$ cat src/rtl/ctr_cipher_pkg.sv
// Shared CTR cipher definitions: default widths, keystream mix, stage payload.
// Latency: n/a (types and a pure combinational function).
// Backpressure: n/a.
package ctr_cipher_pkg;

    localparam int CTR_W   = 32;
    localparam int CTR_ROT = 5;

    // Payload captured in the first pipeline stage.
    typedef struct packed {
        logic [CTR_W-1:0] data;
        logic [CTR_W-1:0] ctr;
        logic [CTR_W-1:0] key;
        logic             last;
    } stage_t;

    // Keystream word for one counter value; the transmit side uses the same mix.
    function automatic logic [CTR_W-1:0] ks_mix(input logic [CTR_W-1:0] ctr,
                                                 input logic [CTR_W-1:0] key,
                                                 input int               rot = CTR_ROT);
        logic [CTR_W-1:0] x;
        x = ctr ^ key;
        return ((x << rot) | (x >> (CTR_W - rot))) ^ (ctr + key);
    endfunction

endpackage

$ cat src/rtl/ctr_keystream_gen.sv
// Per-message counter: seeds from key on new_msg, increments per forwarded word, flags orphans.
// Latency: ctr_o is combinational for the word being accepted; err_orphan_o pulses one cycle later.
// Backpressure: none of its own; state only moves on acc_i, which the top derives from in_ready.
module ctr_keystream_gen
    import ctr_cipher_pkg::*;
#(
    parameter int W = CTR_W
) (
    input  logic         clk,
    input  logic         rst,
    input  logic [W-1:0] key_i,
    input  logic         acc_i,
    input  logic         new_msg_i,
    input  logic         last_i,
    output logic [W-1:0] ctr_o,
    output logic         fwd_o,
    output logic         err_orphan_o
);

    logic [W-1:0] ctr_q, ctr_d;
    logic         open_q, open_d;
    logic         err_q, err_d;

    // Counter selection for the accepted word and next counter / message state.
    always_comb begin
        ctr_o  = new_msg_i ? key_i : ctr_q;
        fwd_o  = acc_i & (new_msg_i | open_q);
        ctr_d  = ctr_q;
        open_d = open_q;
        err_d  = 1'b0;
        if (acc_i) begin
            if (new_msg_i | open_q) begin
                // Wraps mod 2^W; a word carrying last closes the message,
                // so a single-word message (new_msg & last) ends closed.
                ctr_d  = ctr_o + W'(1);
                open_d = !last_i;
            end else begin
                // No message open: the word is dropped and the counter left alone.
                err_d = 1'b1;
            end
        end
    end

    // Counter, message-open flag and orphan pulse registers.
    always_ff @(posedge clk) begin
        if (rst) begin
            ctr_q  <= '0;
            open_q <= 1'b0;
            err_q  <= 1'b0;
        end else begin
            ctr_q  <= ctr_d;
            open_q <= open_d;
            err_q  <= err_d;
        end
    end

    assign err_orphan_o = err_q;

endmodule

$ cat src/rtl/ctr_stream_decryptor.sv
// Receive-side CTR decryptor: regenerates keystream per word and XORs it off the ciphertext.
// Latency: word accepted in cycle N is presented on out_valid in cycle N+2 (sink ready); 1 word/cycle.
// Backpressure: S2 holds while stalled, S1 advances only into a free/draining S2; in_ready follows out_ready combinationally.
module ctr_stream_decryptor
    import ctr_cipher_pkg::*;
#(
    parameter int W   = CTR_W,
    parameter int ROT = CTR_ROT
) (
    input  logic         clk,
    input  logic         rst,
    input  logic [W-1:0] key,
    input  logic         in_valid,
    output logic         in_ready,
    input  logic [W-1:0] in_data,
    input  logic         in_new_msg,
    input  logic         in_last,
    output logic         out_valid,
    input  logic         out_ready,
    output logic [W-1:0] out_data,
    output logic         out_last,
    output logic         err_orphan
);

    stage_t       s1_q, s1_d;
    logic         s1_vld_q, s1_vld_d;
    logic [W-1:0] out_data_q, out_data_d;
    logic         out_last_q, out_last_d;
    logic         out_vld_q, out_vld_d;

    logic         s2_free;
    logic         s1_adv;
    logic         accept;
    logic         fwd;
    logic [W-1:0] ctr;

    assign s2_free  = !out_vld_q | out_ready;
    assign s1_adv   = s1_vld_q & s2_free;
    assign in_ready = !s1_vld_q | s1_adv;
    assign accept   = in_valid & in_ready;

    ctr_keystream_gen #(
        .W (W)
    ) u_ksgen (
        .clk          (clk),
        .rst          (rst),
        .key_i        (key),
        .acc_i        (accept),
        .new_msg_i    (in_new_msg),
        .last_i       (in_last),
        .ctr_o        (ctr),
        .fwd_o        (fwd),
        .err_orphan_o (err_orphan)
    );

    // Next state for both pipeline stages; stages only load when the slot ahead is free.
    always_comb begin
        s1_d       = s1_q;
        s1_vld_d   = s1_vld_q;
        out_data_d = out_data_q;
        out_last_d = out_last_q;
        out_vld_d  = out_vld_q;

        // Orphan words are accepted but never enter S1.
        if (fwd) begin
            s1_d.data = in_data;
            s1_d.ctr  = ctr;
            s1_d.key  = key;
            s1_d.last = in_last;
            s1_vld_d  = 1'b1;
        end else if (s1_adv) begin
            s1_vld_d = 1'b0;
        end

        // Key travels with the word so the mix uses the key it was accepted under.
        if (s1_adv) begin
            out_data_d = s1_q.data ^ ks_mix(s1_q.ctr, s1_q.key, ROT);
            out_last_d = s1_q.last;
            out_vld_d  = 1'b1;
        end else if (out_ready) begin
            out_vld_d = 1'b0;
        end
    end

    // Pipeline registers; reset discards anything in flight.
    always_ff @(posedge clk) begin
        if (rst) begin
            s1_q       <= '0;
            s1_vld_q   <= 1'b0;
            out_data_q <= '0;
            out_last_q <= 1'b0;
            out_vld_q  <= 1'b0;
        end else begin
            s1_q       <= s1_d;
            s1_vld_q   <= s1_vld_d;
            out_data_q <= out_data_d;
            out_last_q <= out_last_d;
            out_vld_q  <= out_vld_d;
        end
    end

    assign out_valid = out_vld_q;
    assign out_data  = out_data_q;
    assign out_last  = out_last_q;

endmodule

$ cat config.mk
export PLATFORM = sky130hd
export DESIGN_NAME = ctr_stream_decryptor
export DESIGN_NICKNAME = d
export VERILOG_FILES = /design/src/rtl/ctr_cipher_pkg.sv /design/src/rtl/ctr_keystream_gen.sv /design/src/rtl/ctr_stream_decryptor.sv
export SDC_FILE = /design/constraint.sdc
export NUM_CORES = 1
export LEC_CHECK = 0
export ABC_CLOCK_PERIOD_IN_PS = 2800
export CORE_UTILIZATION = 53
export CTS_BUF_LIST = sky130_fd_sc_hd__clkbuf_4
export CTS_CLUSTER_DIAMETER = 100
export CTS_CLUSTER_SIZE = 16
export DETAILED_ROUTE_END_ITERATION = 10
export PLACE_DENSITY = 0.8
export SLEW_MARGIN = 10
export SYNTH_ARGS = -nofsm -noshare
export SYNTH_HDL_FRONTEND = slang
export SYNTH_SLANG_ARGS = --single-unit
$ cat constraint.sdc
create_clock -name clk -period 2.8 [get_ports clk]
set_input_delay 0.28 -clock clk [delete_from_list [all_inputs] [get_ports clk]]
set_output_delay 0.28 -clock clk [all_outputs]
set_load 0.02 [all_outputs]
==> impl_metrics.csv <==
group,metric,value,unit
synthesis,synth_seq_cells,166,
drt,vias,8784,
clocking,cts_resized,0,
timing,finalHoldViolations,0,
min_path,hp-start,"rst",
synthesis,ys_warn_count,0,
global_routing,grt_pass1_wl,39500,um
timing,worst_clock_skew,0.0223,ns
die,row_count,48,
pwr,max-vdd-ir-drop,0.000250,V
synthesis,synth_area,9440,um2
clocking,htreeDepth,4,
pwr,powerDensity,483,nW/um2
worst_setup_path,critPathMaxFanout,5,
synthesis,synthCells,1209,
synthesis,synth_edf_count,0,
placement,globalplace.congestion,0.937,
flow_run,drv_cap,0,
worst_setup_path,cpMaxStageDelayCell,"ha_1",
drt,post_drt_via_cell_ratio,5.80,
timing,maxSlewViolCount,0,
worst_setup_path,cp-startpoint,"s1_q[15]",
timing,finalCritPeriodShare,91.8,%
global_routing,grt_max_degree,78,
worst_setup_path,crit_path_cell_trace,"ha_1, a21oi_1, o21ai_0, o21ai_0, nor4b_2, a211oi_1, or3_1, a32o_1",
die,dieArea,18400,um2
clocking,cts_buffer_depth,2,
global_routing,grt_pass1_vias,7814,
timing,min_period,2.57,ns
clocking,cts_buffers,17,
worst_setup_path,path_buf_inv,0,
placement,dp_hpwl,18300,um
min_path,hp-class,"primary input to register",
clocking,root_buffer,"clkbuf_4",
worst_setup_path,crit_top_cell,"o21ai_0",
die,die_w,135,um
timing,fin_setup_tns,0,ns
die,fp.coreArea,17400,um2
timing,worst_hold_slack,0.184,ns
clocking,cts.clk_slew.worst_paths,0.15,ns
timing,tightest_slew,0.624,ns
die,initial_core_util,54.4,%
synthesis,seq_area_frac_synth,35.2,%
placement,place.port_buffers,105,
global_routing,antenna_found_initial,1,
clocking,cts_hold_buf,0,
global_routing,grt.total_usage,27.2,%
die,die_y,135,um
pwr,p_leak,0.00403,uW
drt,drtPass1Iterations,5,
worst_setup_path,crit_arrival,3.08,ns
worst_setup_path,endpoint_kind,"register",
drt,wirelength,24700,um
layout,final_nets,1379,
drt,wl_per_cell,16.3,um
die,ios,106,
synthesis,ys_types,72,
timing,rsz0062_at_grt,"no",
worst_setup_path,crit_path_start_kind,"register",
worst_setup_path,critical-path-max-stage-delay,0.38,ns
layout,drive_gt1_share,6.83,%
synthesis,syn-num-nets,1312,
drt,ant_nets,0,
outcome,outcome,"finished clean",
timing,slew_headroom,58.3,%
clocking,cts.sinks,166,
layout,area_growth,16.4,%
global_routing,grt-ovfl-total,0,
drt,first_iter_violations,707,
clocking,clock_latency,0.60,ns
layout,nFillCells,1539,
drt,drc,0,
synthesis,syn_avg_cell_area,7.81,um2
synthesis,async_flop_share,0,%
timing,fmax,389,MHz
synthesis,synth-main-ff-cell,"dfxtp_1",
worst_setup_path,crit_family,"compound AO/OA/AOI/OAI gates",
worst_setup_path,worstSetupPathType,"register to register",
timing,timing.final.setup_violations,0,
clocking,cts_tree,"yes",
worst_setup_path,cp_data_required_time,3.31,ns
worst_setup_path,rr_startpoint,"s1_q[15]",
clocking,postCtsSetupRepairBufs,0,
[area by class of cell]
class                   count  area, um2  area share [%]
diodes                      1       2.50          0.0228
clock buffers              18        135            1.23
clock inverters            14        126            1.15
inverters                  15       56.3           0.512
multi-input cells         937       5700            51.8
flip-flops and latches    166       3320            30.2
well taps                 225        282            2.56
repair buffers            139       1380            12.5
[power by group]
group / total [uW] / switching (uW) / internal [uW] / leakage (uW)
logic: 1350 / 739 / 606 / 0.00254
clock network: 1360 / 905 / 455 / 0.000128
registers: 2610 / 103 / 2510 / 0.00136
total: 5310 / 1750 / 3570 / 0.00403
[synthesized netlist by cell type (all sizes together) (3+ instances only)]
master	number	area share, %
a211o	3	0.28
a211oi	40	3.2
a21boi	4	0.32
a21o	11	0.87
a21oi	151	8.0
a221oi	3	0.46
a22oi	8	0.69
a31oi	15	0.99
a32oi	3	0.28
and2	10	0.66
and3	4	0.26
and4	4	0.37
buf	24	1.6
clkbuf	67	2.7
dfxtp	166	35
ha	32	4.2
inv	15	0.60
mux2i	29	3.1
nand2	239	9.5
nand2b	10	0.66
nand3	38	2.1
nand3b	15	1.3
nand4	11	0.73
nand4b	9	0.99
nor2	69	2.8
nor2b	4	0.26
nor3	10	0.53
nor4	5	0.33
o2111ai	7	0.65
o211ai	11	0.87
o21a	4	0.32
o21ai	63	3.3
o31ai	3	0.24
or3	4	0.32
or4	3	0.24
xnor2	72	6.7
xor2	19	1.8
[state kept, by name (all words and copies together), names as in the netlist]
signal	flops
out_data	32
s1_vld_q	1
u_ksgen.err_orphan_o	1
out_valid	1
out_last	1
u_ksgen.ctr_q	32
s1_q	97
u_ksgen.open_q	1
[final timing paths]
path / end / slack (ns) / cells after the start
max: out_data[27] / 0.23 / 8
min: u_ksgen.ctr_q[24] / 0.18 / 2
max reg2reg: out_data[27] / 0.23 / 8
min reg2reg: u_ksgen.ctr_q[29] / 0.46 / 2
[metrics by stage]
stage,total power (uW),worst slack [ns],util (%),cell area [um2],std cells
2_1_floorplan,3550,0.00602,-,9440,1209
3_3_place_gp,3960,0.193,61.8,10700,1482
3_5_place_dp,3990,0.143,61.8,10700,1482
4_1_cts,5320,0.210,63.3,11000,1514
5_1_grt,5570,0.00312,63.4,11000,1515
6_report,5310,0.231,63.4,11000,1515
[cell families after synthesis]
group	count (synthesis)	share of synthesized area (%)
buffers and inverters	106	4.85
adder cells (fa/ha/maj)	33	4.45
flip-flops	166	35.2
AO/OA/AOI/OAI	341	22.0
XOR/XNOR	91	8.44
multiplexers	31	3.31
AND/OR/NAND/NOR	441	21.7
[worst reg2reg max path, cell delays in order, from the launching register on]
cell      delay [ns]
dfxtp_1         0.35
ha_1            0.38
a21oi_1         0.23
o21ai_0         0.18
o21ai_0         0.25
nor4b_2         0.35
a211oi_1        0.16
or3_1           0.32
a32o_1          0.26
[placed cells by master, fill, tap and decap left out, drive strengths merged, types with 5 or more instances in the layout]
| cell type | count |
|---|---|
| nand2 | 239 |
| dfxtp | 166 |
| a21oi | 151 |
| clkdlybuf4s50 | 103 |
| xnor2 | 72 |
| nor2 | 69 |
| o21ai | 63 |
| a211oi | 40 |
| nand3 | 38 |
| buf | 36 |
| ha | 32 |
| mux2i | 29 |
| xor2 | 19 |
| inv | 19 |
| clkbuf | 18 |
| nand3b | 15 |
| a31oi | 15 |
| o211ai | 11 |
| nand4 | 11 |
| a21o | 11 |
| nand2b | 10 |
| nor3 | 10 |
| and2 | 10 |
| nand4b | 9 |
| a22oi | 8 |
| o2111ai | 7 |
| nor4 | 5 |
| clkinvlp | 5 |
[metal layers]
layer / wire, um / track usage [%]
met5: 0 / 0
met1: 12000 / 38.7
met2: 10500 / 40.3
met4: 755 / 12.4
met3: 1330 / 4.49
(Power assumes the default switching activity.)
